File: src/rtl/escaner_teclado_hex_pkg.sv
// Shared definitions for the hex keypad scanner: FSM states, key map and row pattern.
package escaner_teclado_hex_pkg;

    typedef enum logic [1:0] {
        BARRIDO       = 2'd0,
        ANTIRREBOTE   = 2'd1,
        VALIDA        = 2'd2,
        ESPERA_SOLTAR = 2'd3
    } estado_t;

    localparam logic [3:0] FILAS_RESET = 4'b1110;
    localparam logic [3:0] SIN_TECLA   = 4'b1111;

    // Indexed by {row, column}
    localparam logic [3:0] MAPA_TECLAS [16] = '{
        4'h1, 4'h2, 4'h3, 4'hA,
        4'h4, 4'h5, 4'h6, 4'hB,
        4'h7, 4'h8, 4'h9, 4'hC,
        4'hE, 4'h0, 4'hF, 4'hD
    };

    // Lowest active-low column wins when several are pressed
    function automatic logic [1:0] primera_columna(input logic [3:0] cols);
        logic [1:0] idx;
        if (!cols[0])      idx = 2'd0;
        else if (!cols[1]) idx = 2'd1;
        else if (!cols[2]) idx = 2'd2;
        else               idx = 2'd3;
        return idx;
    endfunction

endpackage

File: src/rtl/escaner_teclado_hex_sincronizador_2ff.sv
// Two-flop synchronizer for asynchronous inputs; resets to all-ones (idle for active-low lines).
module sincronizador_2ff #(
    parameter int unsigned ANCHO = 4
) (
    input  logic             reloj,
    input  logic             reset_n,
    input  logic [ANCHO-1:0] asinc,
    output logic [ANCHO-1:0] sinc
);

    logic [ANCHO-1:0] etapa1;

    always_ff @(posedge reloj or negedge reset_n) begin
        if (!reset_n) begin
            etapa1 <= '1;
            sinc   <= '1;
        end else begin
            etapa1 <= asinc;
            sinc   <= etapa1;
        end
    end

endmodule

File: src/rtl/escaner_teclado_hex.sv
// 4x4 hex keypad scanner with press/release debounce and a one-cycle valid pulse.
module escaner_teclado_hex
    import escaner_teclado_hex_pkg::*;
#(
    parameter int unsigned SCAN_DIV        = 1000,
    parameter int unsigned DEBOUNCE_CYCLES = 250000
) (
    input  logic       Reloj,
    input  logic       Reset_n,
    input  logic [3:0] Columnas,
    output logic [3:0] Filas,
    output logic [3:0] Codigo,
    output logic       TeclaValida,
    output logic       TeclaPresionada
);

    localparam int unsigned ANCHO_BARRIDO = $clog2(SCAN_DIV);
    localparam int unsigned ANCHO_REBOTE  = $clog2(DEBOUNCE_CYCLES);
    localparam logic [ANCHO_BARRIDO-1:0] ULTIMO_BARRIDO = ANCHO_BARRIDO'(SCAN_DIV - 1);
    localparam logic [ANCHO_REBOTE-1:0]  ULTIMO_REBOTE  = ANCHO_REBOTE'(DEBOUNCE_CYCLES - 1);

    estado_t                  estado;
    logic [1:0]               fila;
    logic [3:0]               patron;
    logic [3:0]               col_sinc;
    logic [ANCHO_BARRIDO-1:0] cnt_barrido;
    logic [ANCHO_REBOTE-1:0]  cnt_rebote;

    sincronizador_2ff #(
        .ANCHO(4)
    ) u_sinc_columnas (
        .reloj  (Reloj),
        .reset_n(Reset_n),
        .asinc  (Columnas),
        .sinc   (col_sinc)
    );

    always_ff @(posedge Reloj or negedge Reset_n) begin
        if (!Reset_n) begin
            estado          <= BARRIDO;
            fila            <= '0;
            Filas           <= FILAS_RESET;
            patron          <= SIN_TECLA;
            cnt_barrido     <= '0;
            cnt_rebote      <= '0;
            Codigo          <= '0;
            TeclaValida     <= 1'b0;
            TeclaPresionada <= 1'b0;
        end else begin
            TeclaValida <= 1'b0;
            unique case (estado)
                BARRIDO: begin
                    if (cnt_barrido != ULTIMO_BARRIDO) begin
                        cnt_barrido <= cnt_barrido + 1'b1;
                    end else begin
                        cnt_barrido <= '0;
                        if (col_sinc == SIN_TECLA) begin
                            Filas <= {Filas[2:0], Filas[3]};
                            fila  <= fila + 1'b1;
                        end else begin
                            patron     <= col_sinc;
                            cnt_rebote <= '0;
                            estado     <= ANTIRREBOTE;
                        end
                    end
                end
                ANTIRREBOTE: begin
                    // A mismatch retries the same row with a fresh dwell
                    if (col_sinc != patron) begin
                        cnt_barrido <= '0;
                        estado      <= BARRIDO;
                    end else if (cnt_rebote == ULTIMO_REBOTE) begin
                        estado <= VALIDA;
                    end else begin
                        cnt_rebote <= cnt_rebote + 1'b1;
                    end
                end
                VALIDA: begin
                    Codigo          <= MAPA_TECLAS[{fila, primera_columna(patron)}];
                    TeclaValida     <= 1'b1;
                    TeclaPresionada <= 1'b1;
                    cnt_rebote      <= '0;
                    estado          <= ESPERA_SOLTAR;
                end
                ESPERA_SOLTAR: begin
                    if (col_sinc != SIN_TECLA) begin
                        cnt_rebote <= '0;
                    end else if (cnt_rebote == ULTIMO_REBOTE) begin
                        TeclaPresionada <= 1'b0;
                        Filas           <= {Filas[2:0], Filas[3]};
                        fila            <= fila + 1'b1;
                        cnt_barrido     <= '0;
                        estado          <= BARRIDO;
                    end else begin
                        cnt_rebote <= cnt_rebote + 1'b1;
                    end
                end
            endcase
        end
    end

endmodule

File: config.mk
export PLATFORM = sky130hd
export DESIGN_NAME = escaner_teclado_hex
export DESIGN_NICKNAME = d
export VERILOG_FILES = /design/src/rtl/escaner_teclado_hex_pkg.sv /design/src/rtl/escaner_teclado_hex_sincronizador_2ff.sv /design/src/rtl/escaner_teclado_hex.sv
export SDC_FILE = /design/constraint.sdc
export NUM_CORES = 1
export LEC_CHECK = 0
export BUFFER_PORTS_ARGS = -buffer_cell sky130_fd_sc_hd__buf_4
export CAP_MARGIN = 20
export CORE_MARGIN = 2
export CORE_UTILIZATION = 49
export CTS_CLUSTER_DIAMETER = 150
export CTS_CLUSTER_SIZE = 14
export DETAILED_ROUTE_END_ITERATION = 12
export HOLD_SLACK_MARGIN = 0.12
export PLACE_DENSITY = 0.64
export SLEW_MARGIN = 5
export SYNTH_ARGS = -nofsm -noshare
export SYNTH_HDL_FRONTEND = slang
export SYNTH_SLANG_ARGS = --single-unit
File: constraint.sdc
create_clock -name Reloj -period 3.6 [get_ports Reloj]
set_input_delay 0.54 -clock Reloj [delete_from_list [all_inputs] [get_ports Reloj]]
set_output_delay 0.54 -clock Reloj [all_outputs]
set_load 0.02 [all_outputs]
; ---- After elaboration in Yosys (flattened, before gate mapping)
; Memories as Yosys holds them, arrays and structs flattened. A register that Yosys moved wholly into a read port is not among the register bits.
; Index checks and enable logic that the tools add are counted.
[op_classes]
add_sub_neg = 3
bitwise = 3
n_eq_ne = 16
reduce_logical = 11
muxes = 36
[op_table]
columns = operator, count
row1 = $mux W18, 5
row2 = $pmux W18 S4, 1
row3 = $mux W10, 4
row4 = $pmux W10 S3, 1
row5 = $mux W2, 13
row6 = $add A18 B1 Y18 const B, 1
row7 = $eq A18 B18 Y1 const B, 1
row8 = $mux W4, 4
row9 = $ne A2 B2 Y1 const B, 7
row10 = $add A10 B1 Y10 const B, 1
row11 = $ne A10 B10 Y1 const B, 1
row12 = $reduce_and A5 Y1, 2
row13 = $reduce_and A3 Y1, 3
row14 = $pmux W2 S4, 1
row15 = $pmux W4 S2, 1
row16 = $not A4 Y5, 1
row17 = $eq A2 B2 Y1 const B, 2
row18 = $eq A4 B4 Y1 const B, 1
row19 = $mux W1, 4
row20 = $ne A4 B4 Y1, 1
row21 = $ne A4 B4 Y1 const B, 1
row22 = $pmux W2 S2, 1
row23 = $reduce_and A4 Y1, 1
row24 = $reduce_bool A2 Y1, 2
row25 = 8 further kinds, 9
[word_totals]
mem_bits_ro = 64
mem_count = 1
output_inout_bits = 10
inputBits = 6
elab_cells = 80
ff_bits = 50
[memory_table]
columns = name, words, width, rd, rd_ports_with_merged_regs, write_ports, line
row1 = (no name shown), 16, 4, 1, 1, 0, escaner_teclado_hex.sv:79  ; Codigo <= MAPA_TECLAS[{fila, primera_columna(patron)}];

; ---- Longest topological paths before layout
[logic_depth]
word_depth = 5
mapped_depth = 8
depth_no_buf = 7

; ---- Hierarchy
; From an unflattened synthesis, not the netlist that was laid out.
[hier_totals]
cells_unflattened = 285
area_unflattened_um2 = 2894.0
[modules_own_cells]
columns = mod, instances, area_each_um2, seq_area_each_um2, cells_each
row1 = escaner_teclado_hex, 1, 2683.8, 1159.9, 277
row2 = sincronizador_2ff, 1, 210.2, 210.2, 8

; ---- Worst setup path after synthesis
; Ideal clock, no wire load.
[synth_timing]
path_kind = reg2reg
start = register cnt_rebote[0]
end = register estado[0]
stages_incl_launch_ff = 8
period_less_slack_ns = 1.936
required_time_ns = 3.476
arrival_time_ns = 1.812
path_buffers = 1
setup_ns = 0.124
setup_slack_ns = 1.664
cell_sequence = dfrtp_1 -> ha_1 -> nand3_2 -> or4_4 -> nor2_4 -> buf_6 -> nand2_4 -> a211o_1
[synth_via]
elab_chain_len = 3
elab_cells_between_ends = 4
classes_between = eq/ne (3) / reduce/logical (1)
[synth_rtl]
columns = element, line
row1 = start: declaration, escaner_teclado_hex.sv:27  ; logic [ANCHO_REBOTE-1:0] cnt_rebote;
row2 = start signal: assignment, escaner_teclado_hex.sv:75  ; cnt_rebote <= cnt_rebote + 1'b1;
row3 = start signal: assignment, escaner_teclado_hex.sv:95  ; cnt_rebote <= cnt_rebote + 1'b1;
row4 = $eq A18 B18 Y1 (*), "escaner_teclado_hex.sv:72, escaner_teclado_hex.sv:88"
row5 = $ne A3 B3 Y1 (no line) or $ne A2 B2 Y1 (tied branches), --
row6 = $reduce_and A5 Y1 (no line) (*), --
row7 = end signal: assignment, escaner_teclado_hex.sv:71  ; estado <= BARRIDO;
row8 = end signal: assignment, escaner_teclado_hex.sv:73  ; estado <= VALIDA;
row9 = end signal: assignment, escaner_teclado_hex.sv:93  ; estado <= BARRIDO;
row10 = end: declaration, escaner_teclado_hex.sv:22  ; estado_t estado;
; Every way passes the cells marked *; elsewhere a longest branch is shown, timed or not.
; A chain may end at the register's enable or synchronous reset.

; ---- Worst setup path in the final report
[layout_timing]
start = register cnt_rebote[0]
end = register cnt_barrido[0]
[layout_via]
elab_chain_len = 3
[layout_rtl]
columns = element, line
row1 = $eq A18 B18 Y1, escaner_teclado_hex.sv:88  ; end else if (cnt_rebote == ULTIMO_REBOTE) begin
row2 = $ne A2 B2 Y1 (no line), --
row3 = $reduce_and A4 Y1 (no line), --
row4 = end signal: assignment, escaner_teclado_hex.sv:54  ; cnt_barrido <= cnt_barrido + 1'b1;
row5 = end: declaration, escaner_teclado_hex.sv:26  ; logic [ANCHO_BARRIDO-1:0] cnt_barrido;
; No other way between the ends.

==> results.txt <==
- Max-cap violations in this run came to 0.
- The floorplan step set the die height to a little over 80 microns.
- Critical Path Sink Type: register
- Average via count per standard cell: approximately 6
- WL/cell: between 15 and 20 microns
- Power spent charging and discharging nets: 0.2348 mW
* Die footprint: 6652 sq um
- In the routed design, unresolved DRC markers number 0.
- Leakage dissipation: around 1.4 nW
* Proportion of register bits with asynchronous set or reset after synthesis: 1.000
- Global routing finished with a remaining overflow of 0.
- For this run, the total global-route usage over all layers was measured as 0.1952.
- Clock network fraction of total power: 0.401
- Static timing analysis puts the maximum clock frequency at about 420 MHz.
- Mean Syn Cell Area: 10.13 sq um
* Num rows: 28
* Number of buffers added by the clock tree synthesis step: 5
* Portion of the post-synthesis area used by sequential elements: 0.4648
- Detailed placement finished with a half-perimeter wire length of approximately 4.0 mm.
* Routability Congestion: roughly 0.85
* Cells after Synth: about 290
- Of the total power, combinational logic draws 0.019.
- # setup viols final: 0
- PD cells: 332.8 nW/um^2
* Latest clock arrival within the worst-skew pair: a little over 300 ps
* Worst EP arrival: roughly 2600 ps
* Result of the run: complete, no violations
- The smallest clock period supported by the final layout is computed as approximately 2400 ps.
* Post-CTS setup repair buffer count: 0
- Relative slew slack: 0.4445
- Final max-slew violation count: 0
- Start-to-end type of the worst setup path: reg2reg
- Clock tree from TritonCTS: done
- The H-tree was split into 2 levels.
- Yosys warns: 0
* Synthesis-to-finish area growth: 8.829%
* Nets@finish: roughly 310
- In the finished design, the share of the clock period the worst path needs comes to 0.6551.
- The number of antenna violations at the first check in global routing came to 0.
- Setup repair after global routing missed its margin: false
- During I/O placement, the number of pins put on the boundary was 16.
- First-pass GRT wire length: roughly 10 mm
- Post-DRT Antenna Nets: 0
- Clock-pin slew was measured on the worst setup and hold paths at 110 ps.
- Of the post-synthesis cell area, the dominant cell type holds 0.3311.
- The worst register-to-register path begins at cnt_rebote[0].
- In this run, post-CTS repair resized a total of 0 instances.
- Register bit count reported by yosys: 54
* Capturing point of the worst reg2reg path: cnt_barrido[0]
- Worst hold-check path type: in2async
- The worst register-to-register path has a setup slack of around 1200 ps.
* Required time at the endpoint of the critical path: ~3800 ps
* Final sum of negative setup slack: 0 ps
- Starting DRT DRC Count: between 100 and 150
- In the final layout, the share of cells above drive strength 1 is 0.1860.
- Of the total power, registers draw 0.580.
* Mapped Area: 2948 sq um
* Final hold vios: 0
- After synthesis, the cell types taking the most area are sky130_fd_sc_hd__dfrtp_1, sky130_fd_sc_hd__dfstp_2, sky130_fd_sc_hd__nand2_1, sky130_fd_sc_hd__a2111o_1, sky130_fd_sc_hd__o2111ai_1.
- VDD IR-drop max: around 0.00018 V
- Port Buffers: 15
- Internal: about 0.83 mW
- Counting cells, the worst reg-to-reg path comes to 6.
* Via count of the first global-routing pass: 2077
* Yosys top cell by area: sky130_fd_sc_hd__dfrtp_1
- Least-Margin Pin Slew: 833.3 ps
* Initial standard-cell utilization of the core: 0.5038
- After floorplanning, the core was sized to cover between 5000 and 6000 sq um.
* Nets in the synthesized netlist: a little over 300
- Number of hold buffers added after cts: 0
- 0 antenna diodes ended up in the layout.
* Final worst clock skew: between 8 and 9 ps
- Sum of routed wire length over all layers: roughly 5.9 mm
* Switching Share: 0.2199
* Pin count of the biggest net entering global routing: 55
* Final Worst Setup Slack: roughly 1200 ps
- The first TritonRoute pass finished after 4 iterations.
* EDFF count, synth: 0
- STA classifies the critical path startpoint as a register.
* Total clock sinks: 54
* Maximum net fanout on the critical path: 12
* Buffer cell driving the clock tree root: sky130_fd_sc_hd__clkbuf_8
- Yosys cell types: 55
- The most used flip-flop cell after synthesis is sky130_fd_sc_hd__dfrtp_1.
* Total via count after detailed routing: 2261
- No sink is reached through more buffers than the 2 on the longest clock path.
* Die W: 81.56 microns
- Before CTS, the worst setup slack after placement is about 1300 ps.
power by group through the flow:
stage	sequential [mW]	combinational (mW)	clock, mW
6_report	0.619	0.0203	0.428
5_1_grt	0.620	0.0236	0.465
3_3_place_gp	0.630	0.0208	0
2_1_floorplan	0.629	0.00473	0
3_5_place_dp	0.630	0.0210	0
4_1_cts	0.619	0.0212	0.441
routing by layer:
metal  track usage  vias to the layer above  share of wire
li1              -                     1123              -
met1        0.2846                     1092           0.51
met2        0.2926                       44           0.46
met3       0.04066                        2          0.036
met4       0.05593                        0         0.0027
met5             0                        -              0
cells in the mapped netlist, drive strengths merged, types with 2 or more instances:
cell type / count
o21ai: 12
ha: 6
inv: 9
o2bb2ai: 2
and2: 2
a22o: 5
xnor2: 4
o2111ai: 9
nand4: 8
nand3: 14
or2: 2
and4: 4
and3: 5
a41oi: 6
nand2: 35
a21oi: 13
a22oi: 3
mux2i: 6
a2111o: 10
o211ai: 2
a211o: 2
mux2: 6
nor2: 19
or4: 3
nand2b: 4
dfrtp: 39
xor2: 3
a31oi: 6
clkbuf: 6
nand3b: 2
dfstp: 15
nor3: 2
buf: 10
o22a: 4
o31ai: 2
sequential cells by signal, summed over array words and instances, names as in the netlist, 2 cells and up, named ones only:
signal,flops
cnt_rebote,18
cnt_barrido,10
Codigo,4
Filas,4
patron,4
u_sinc_columnas.etapa1,4
u_sinc_columnas.sinc,4
fila,2
worst max path at each step:
stage | startpoint | end | slack, ps
after floorplan | cnt_rebote[0] | estado[0] | 1660
after global placement | patron[0] | cnt_barrido[5] | 1320
after detailed placement | cnt_rebote[0] | cnt_barrido[0] | 1290
after CTS | cnt_rebote[0] | cnt_barrido[0] | 1270
after global routing | patron[0] | cnt_barrido[5] | 1060
final | cnt_rebote[0] | cnt_barrido[0] | 1240
cells in the final DEF (no fill, tap or decap), types with 8 or more instances in the layout:
cell / netlist / final
sky130_fd_sc_hd__a2111o_1: 10 / 10
sky130_fd_sc_hd__a21oi_1: 13 / 13
sky130_fd_sc_hd__buf_4: 1 / 18
sky130_fd_sc_hd__dfrtp_1: 39 / 39
sky130_fd_sc_hd__dfstp_2: 15 / 15
sky130_fd_sc_hd__inv_1: 9 / 9
sky130_fd_sc_hd__nand2_1: 34 / 34
sky130_fd_sc_hd__nand3_1: 13 / 13
sky130_fd_sc_hd__nand4_1: 8 / 8
sky130_fd_sc_hd__nor2_1: 18 / 18
sky130_fd_sc_hd__o2111ai_1: 9 / 9
sky130_fd_sc_hd__o21ai_0: 12 / 12
logic make-up after synthesis:
| family | share of synthesized area |
|---|---|
| XOR/XNOR | 0.02080 |
| AO/OA/AOI/OAI | 0.2182 |
| flip-flops | 0.4648 |
| AND/OR/NAND/NOR | 0.1872 |
| adder cells (fa/ha/maj) | 0.02547 |
| multiplexers | 0.04329 |
| buffers and inverters | 0.04032 |
critical path, stage by stage, from the launching register on:
cell                      delay (ps)
sky130_fd_sc_hd__dfrtp_1         420
sky130_fd_sc_hd__ha_1            200
sky130_fd_sc_hd__nand3_2         100
sky130_fd_sc_hd__or4_4           570
sky130_fd_sc_hd__nor2_4          350
sky130_fd_sc_hd__a31oi_1         270
sky130_fd_sc_hd__mux2_2          330
through the flow:
step	util	hold slack [ps]	total power [mW]	std cells	area, sq um
after floorplan	-	244.4	0.6339	291	2948
after global placement	0.5284	346.1	0.6509	368	3092
after detailed placement	0.5284	348.9	0.6514	368	3092
after CTS	0.5483	279.0	1.081	376	3208
after global routing	0.5483	296.1	1.109	376	3208
final	0.5483	253.3	1.068	376	3208
area by class of cell:
type	count	area (sq um)
Multi-Input combinational cell	212	1459
Clock inverter	3	47.55
Sequential cell	54	1370
Timing Repair Buffer	18	135.1
Tap cell	75	93.84
Clock buffer	5	68.82
Fill cell	521	2643
Inverter	9	33.78
Power figures use the tool's default switching activity.
